**src/rtl/flash_byte_reader_if.sv**
```systemverilog
`default_nettype none
// ============================================================================
//  Module      : flash_byte_reader_if
//  Description : Toggle req/ack word-read handshake between the ROM loader
//                (master) and flash_byte_reader (slave).
//  Revision    : 1.0  initial release
// ============================================================================
interface flash_byte_reader_if;
   logic [22:0] iaddr;   // word-aligned byte address, bit 0 ignored
   logic        ireq;    // toggle request
   logic        oack;    // toggle acknowledge
   logic [15:0] odata;   // assembled word
   logic        oready;  // flash reset sequence complete

   modport master (output iaddr, output ireq, input oack, input odata, input oready);
   modport slave  (input iaddr, input ireq, output oack, output odata, output oready);
endinterface
`default_nettype wire

```
**src/rtl/flash_byte_reader.sv**
```systemverilog
`default_nettype none
// ============================================================================
//  Module      : flash_byte_reader
//  Description : Serves 16-bit word reads from an 8-bit parallel flash using
//                two timed byte reads, returned over a toggle req/ack
//                handshake. Also sequences the flash reset pin after board
//                reset.
//  Options     : FLASH_BYTESWAP_EN - when defined, odata = {odd, even};
//                otherwise odata = {even, odd}. Read order and timing are
//                identical in both builds.
//  Revision    : 1.0  initial release
// ============================================================================
module flash_byte_reader #(
   parameter int ACCESS_CYCLES   = 6,   // cycles each byte read is held (>= 2)
   parameter int RST_LOW_CYCLES  = 32,  // cycles ofl_rst_n held low
   parameter int RST_WAIT_CYCLES = 64   // cycles after ofl_rst_n rises
) (
   input  wire logic              iclk,
   input  wire logic              ireset_n,
   flash_byte_reader_if.slave     req,
   output logic [22:0]            ofl_addr,
   input  wire logic [7:0]        ifl_dq,
   output logic                   ofl_ce_n,
   output logic                   ofl_oe_n,
   output logic                   ofl_we_n,
   output logic                   ofl_rst_n,
   output logic                   ofl_wp_n
);

   // Terminal counts: the timer counts 0..N-1, the transition fires on N-1.
   localparam logic [15:0] ACC_LAST      = 16'(ACCESS_CYCLES - 1);
   localparam logic [15:0] RST_LOW_LAST  = 16'(RST_LOW_CYCLES - 1);
   localparam logic [15:0] RST_WAIT_LAST = 16'(RST_WAIT_CYCLES - 1);

   typedef enum logic [2:0] {
      ST_RST_LOW  = 3'd0,
      ST_RST_WAIT = 3'd1,
      ST_IDLE     = 3'd2,
      ST_READ_LO  = 3'd3,
      ST_READ_HI  = 3'd4
   } state_t;

   state_t      state;
   logic [15:0] timer;
   logic [7:0]  even_byte;

   // The flash is only ever read.
   assign ofl_we_n = 1'b1;
   assign ofl_wp_n = 1'b0;

   // Reset sequencing and two-byte read controller; all outputs registered.
   always_ff @(posedge iclk or negedge ireset_n) begin
      if (!ireset_n) begin
         state      <= ST_RST_LOW;
         timer      <= 16'd0;
         even_byte  <= 8'd0;
         req.oack   <= 1'b0;
         req.odata  <= 16'd0;
         req.oready <= 1'b0;
         ofl_addr   <= 23'd0;
         ofl_ce_n   <= 1'b1;
         ofl_oe_n   <= 1'b1;
         ofl_rst_n  <= 1'b0;
      end else begin
         case (state)
            ST_RST_LOW: begin
               if (timer == RST_LOW_LAST) begin
                  ofl_rst_n <= 1'b1;
                  timer     <= 16'd0;
                  state     <= ST_RST_WAIT;
               end else begin
                  timer <= timer + 16'd1;
               end
            end

            ST_RST_WAIT: begin
               if (timer == RST_WAIT_LAST) begin
                  req.oready <= 1'b1;
                  timer      <= 16'd0;
                  state      <= ST_IDLE;
               end else begin
                  timer <= timer + 16'd1;
               end
            end

            ST_IDLE: begin
               // Requests raised during the reset sequence are still pending
               // here and get served on the first IDLE cycle.
               if (req.ireq != req.oack) begin
                  ofl_addr <= req.iaddr & 23'h7F_FFFE;
                  ofl_ce_n <= 1'b0;
                  ofl_oe_n <= 1'b0;
                  timer    <= 16'd0;
                  state    <= ST_READ_LO;
               end
            end

            ST_READ_LO: begin
               // ce_n/oe_n stay low; only address bit 0 flips to the odd byte.
               if (timer == ACC_LAST) begin
                  even_byte   <= ifl_dq;
                  ofl_addr[0] <= 1'b1;
                  timer       <= 16'd0;
                  state       <= ST_READ_HI;
               end else begin
                  timer <= timer + 16'd1;
               end
            end

            ST_READ_HI: begin
               if (timer == ACC_LAST) begin
`ifdef FLASH_BYTESWAP_EN
                  req.odata <= {ifl_dq, even_byte};
`else
                  req.odata <= {even_byte, ifl_dq};
`endif
                  req.oack  <= ~req.oack;
                  ofl_ce_n  <= 1'b1;
                  ofl_oe_n  <= 1'b1;
                  timer     <= 16'd0;
                  state     <= ST_IDLE;
               end else begin
                  timer <= timer + 16'd1;
               end
            end

            default: begin
               state <= ST_RST_LOW;
               timer <= 16'd0;
            end
         endcase
      end
   end

endmodule
`default_nettype wire
```
**src/flat_wrapper.sv**
```systemverilog
// flat-port wrapper written by rule: the top's interface ports become plain ports
module flash_byte_reader_flat 
#(
   parameter int ACCESS_CYCLES   = 6,                                          
   parameter int RST_LOW_CYCLES  = 32,                              
   parameter int RST_WAIT_CYCLES = 64                                  
)
  (iclk, ireset_n, ofl_addr, ifl_dq, ofl_ce_n, ofl_oe_n, ofl_we_n, ofl_rst_n, ofl_wp_n, req_iaddr, req_ireq, req_oack, req_odata, req_oready);
  flash_byte_reader_if req_i ();
  input  wire logic iclk;
  input  wire logic ireset_n;
  output logic [22:0] ofl_addr;
  input  wire logic [7:0] ifl_dq;
  output logic ofl_ce_n;
  output logic ofl_oe_n;
  output logic ofl_we_n;
  output logic ofl_rst_n;
  output logic ofl_wp_n;
  input wire logic [$bits(req_i.iaddr)-1:0] req_iaddr;
  input wire logic [$bits(req_i.ireq)-1:0] req_ireq;
  output wire logic [$bits(req_i.oack)-1:0] req_oack;
  output wire logic [$bits(req_i.odata)-1:0] req_odata;
  output wire logic [$bits(req_i.oready)-1:0] req_oready;
  assign req_i.iaddr = req_iaddr;
  assign req_i.ireq = req_ireq;
  assign req_oack = req_i.oack;
  assign req_odata = req_i.odata;
  assign req_oready = req_i.oready;
  flash_byte_reader #(.ACCESS_CYCLES(ACCESS_CYCLES), .RST_LOW_CYCLES(RST_LOW_CYCLES), .RST_WAIT_CYCLES(RST_WAIT_CYCLES)) u_core (.iclk(iclk), .ireset_n(ireset_n), .req(req_i), .ofl_addr(ofl_addr), .ifl_dq(ifl_dq), .ofl_ce_n(ofl_ce_n), .ofl_oe_n(ofl_oe_n), .ofl_we_n(ofl_we_n), .ofl_rst_n(ofl_rst_n), .ofl_wp_n(ofl_wp_n));
endmodule
```
**config.mk**
```make
export PLATFORM = sky130hd
export DESIGN_NAME = flash_byte_reader_flat
export DESIGN_NICKNAME = d
export VERILOG_FILES = /design/src/rtl/flash_byte_reader_if.sv /design/src/rtl/flash_byte_reader.sv /design/src/flat_wrapper.sv
export SDC_FILE = /design/constraint.sdc
export NUM_CORES = 1
export LEC_CHECK = 0
export BUFFER_PORTS_ARGS = -buffer_cell sky130_fd_sc_hd__buf_4
export CORE_MARGIN = 3
export CORE_UTILIZATION = 43
export CTS_BUF_LIST = sky130_fd_sc_hd__clkbuf_2
export CTS_CLUSTER_DIAMETER = 60
export DETAILED_ROUTE_END_ITERATION = 8
export PLACE_DENSITY_LB_ADDON = 0.08
export SETUP_SLACK_MARGIN = 0.2
export SYNTH_ARGS = -nofsm -noshare
export SYNTH_HDL_FRONTEND = slang
export SYNTH_SLANG_ARGS = --single-unit
```
**constraint.sdc**
```tcl
create_clock -name iclk -period 2.5 [get_ports iclk]
set_clock_uncertainty 0.05 [all_clocks]
set_input_delay 0.375 -clock iclk [delete_from_list [all_inputs] [get_ports iclk]]
set_output_delay 0.375 -clock iclk [all_outputs]
set_load 0.03 [all_outputs]
```
==> summary.md <==
| Metric | Value |
|---|---|
| Slew Limit Fails | `0` |
| Worst min path class | `input port to flip-flop` |
| CTS buffer count | `9` |
| Max frequency | `0.448 GHz` |
| Req. time, crit path | `2840 ps` |
| Worst skew pair latency | `490 ps` |
| CTS clk-pin slew, worst paths | `190 ps` |
| CTS Buffer Depth | `2` |
| Tot GR Track Use | `between 15 and 20%` |
| Row cnt | `31` |
| CTS Sinks | `70` |
| Core area | `7290 sq um` |
| DP Wirelength | `approximately 4500 microns` |
| Largest net degree at the start of global routing | `71` |
| EDFF count, synth | `0` |
| CTS tree | `yes` |
| Crit start category | `flip-flop` |
| # DRC | `0` |
| Maximum vdd drop | `0.000293 V` |
| Largest fanout on the critical path | `4` |
| DR iter-0 viols | `73` |
| Cells after synthesis | `266` |
| Synth cell types | `49` |
| First-pass GRT wire length | `11000 microns` |
| Area contributors post-synth | `dfrtp_1, mux2_2, mux2_4` |
| Final ANT Viol Nets | `0` |
| Syn nets | `about 300` |
| Final Cycle Share | `between 80% and 90%` |
| Synthesized flop and latch total | `70` |
| Final net count | `412` |
| CTS HTree Levels | `3` |
| Die area | `approximately 8600 sq um` |
| Sequential share of the synthesized area | `a little over half` |
| Syn. warnings | `0` |
| Die width | `92.8 microns` |
| Layout cells sized above 1 | `between 40% and 50%` |
| Top post-synthesis cells by count | `dfrtp_1, mux2_2, nand2_1` |
| Vias in the first global route | `2230` |
| Initial Utilization | `between 40% and 50%` |
| Hold depth | `2` |
| I/O Buffers | `76` |
| Syn Std Cell Area | `roughly 3200 sq um` |
| Top_reg_cell synth | `dfrtp_1` |
| Synthesis-to-finish area growth | `34.8%` |
| CTS Root Cell | `clkbuf_2` |
| Die Y | `92.8 microns` |
| Dominant cell type by area after synthesis | `dfrtp_1` |
| Setup TNS Final | `0 ps` |
| Tightest Pin Transition | `862 ps` |
| # diodes | `0` |
| Yosys top cell area share | `53.3%` |
| Setup CP Type | `flip-flop to flip-flop` |
| Most common cell in the synthesized netlist | `dfrtp_1` |
| Async SR Flop Fraction | `100%` |
| RSZ-0062 raised after global routing | `false` |
| Leakage | `approximately 2.3 nW` |
| Initial antenna violation count | `0` |
| GR Overflow Total | `0` |
| Power Density | `about 450 nW/um^2` |
| Worst Path Arrival | `2570 ps` |
| R2R depth | `6` |
| RePlAce Congestion | `0.825` |
| Max Cap Viol | `0` |
| Mean post-synth cell area | `12.2 sq um` |
| Final hold vios | `0` |
| Slew margin rel. | `42.6%` |
| Routed wire per std cell | `14.7 microns` |
| Num ports | `80` |
| Fin crit period | `roughly 2200 ps` |
| Crit. End Element | `flip-flop` |
| Final Power | `1.97 mW` |
| Vias per cell | `4.99` |
| Setup-failing EPs final | `0` |
| Status | `complete, no violations` |
| Routed WL | `7060 microns` |
| DR vias | `2394` |
| DRT Pass-1 Iters | `4` |
## area by class of cell
class,count,area (sq um)
Timing Repair Buffer,116,947
Tap cell,99,124
Inverter,7,26.3
Clock buffer,10,50.0
Multi-Input combinational cell,172,1380
Clock inverter,6,93.8
Fill cell,619,2920
Sequential cell,70,1750
## where the power goes
part | total, mW | leakage (nW) | internal [mW] | switching, mW
clock | 0.754 | 0.0827 | 0.342 | 0.411
combinational | 0.0849 | 1.21 | 0.0481 | 0.0368
sequential | 1.13 | 0.965 | 1.13 | 0
total | 1.97 | 2.26 | 1.52 | 0.448
## cell usage in the layout, fill, tap and decap left out, types with 2 or more instances in the layout
master,count
buf_4,97
dfrtp_1,69
mux2_2,38
nand2_1,18
dlygate4sd3_1,16
a31oi_1,15
nand3_1,13
clkbuf_2,10
mux2_4,8
inv_1,7
nor3_1,6
nor2_1,6
o21ai_0,5
and4_1,4
o22ai_1,4
nand4_1,4
and3_1,3
xor2_1,2
nand2b_1,2
or4_4,2
nand3b_1,2
and2_1,2
xnor2_1,2
nor4_1,2
a31o_2,2
a21o_1,2
and3_4,2
and3_2,2
o211ai_1,2
ha_1,2
conb_1,2
clkinv_4,2
bufinv_16,2
## path summary, 6_finish.rpt
kind                                   from                   to  slack [ps]
max                        u_core.timer[11]  u_core.req.odata[3]         270
min                           req_iaddr[12]  u_core.ofl_addr[12]          60
max reg2reg                u_core.timer[11]  u_core.req.odata[3]         270
min reg2reg                u_core.ofl_rst_n     u_core.ofl_rst_n         450
max in group asynchronous          ireset_n  u_core.ofl_addr[21]        1380
min in group asynchronous          ireset_n  u_core.req.odata[5]         460
## flip-flops by register name, summed over array words and instances (netlist names)
| signal | count |
|---|---|
| u_core.ofl_addr | 23 |
| u_core.req.odata | 16 |
| u_core.timer | 16 |
| u_core.even_byte | 8 |
| u_core.state | 3 |
| u_core.ofl_ce_n | 1 |
| u_core.ofl_rst_n | 1 |
| u_core.req.oack | 1 |
| u_core.req.oready | 1 |
## worst max-delay path, stage by stage (launching register included)
cell and delay (ps):
dfrtp_1 420, or4_4 540, nor4_4 250, and2_4 180, and3_4 240, buf_4 150
mux2_2 320
## repair_timing
item                                    4_1_cts  5_1_grt
buffers inserted                             10        1
gates resized for setup                       3        5
endpoints found under the hold margin        70       16
gates cloned                                  1        1
pin swaps                                     2        2
hold buffers                                  2       14
endpoints found under the setup margin       35       39
## per-stage QoR
stage	utilization, %	std cells	hold slack (ps)	cell area, sq um	setup slack [ps]
finish	59.9	480	55.6	4370	270
global route	59.9	480	1.12	4370	201
CTS	57.5	464	0.533	4190	200
detailed placement	53.5	435	418	3900	60.6
global placement	53.5	435	415	3900	105
floorplan	-	266	29.4	3250	98.3
## cells by family after synthesis
| logic type | Yosys count | share of synthesized area, % |
|---|---|---|
| buf+inv | 25 | 4.67 |
| xor+xnor | 4 | 1.08 |
| mux | 46 | 16.9 |
| fa+ha+maj | 2 | 0.772 |
| simple gates | 73 | 12.9 |
| compound gates | 44 | 9.34 |
| other cells | 2 | 0.232 |
| flops | 70 | 54.1 |
## metal layers
metal  global-route usage (%)  routed length [microns]
met1                     21.5                     3220
met4                     3.66                       50
met2                     25.3                     3500
met3                     5.20                      292
met5                        0                        0
(Power assumes the default switching activity.)
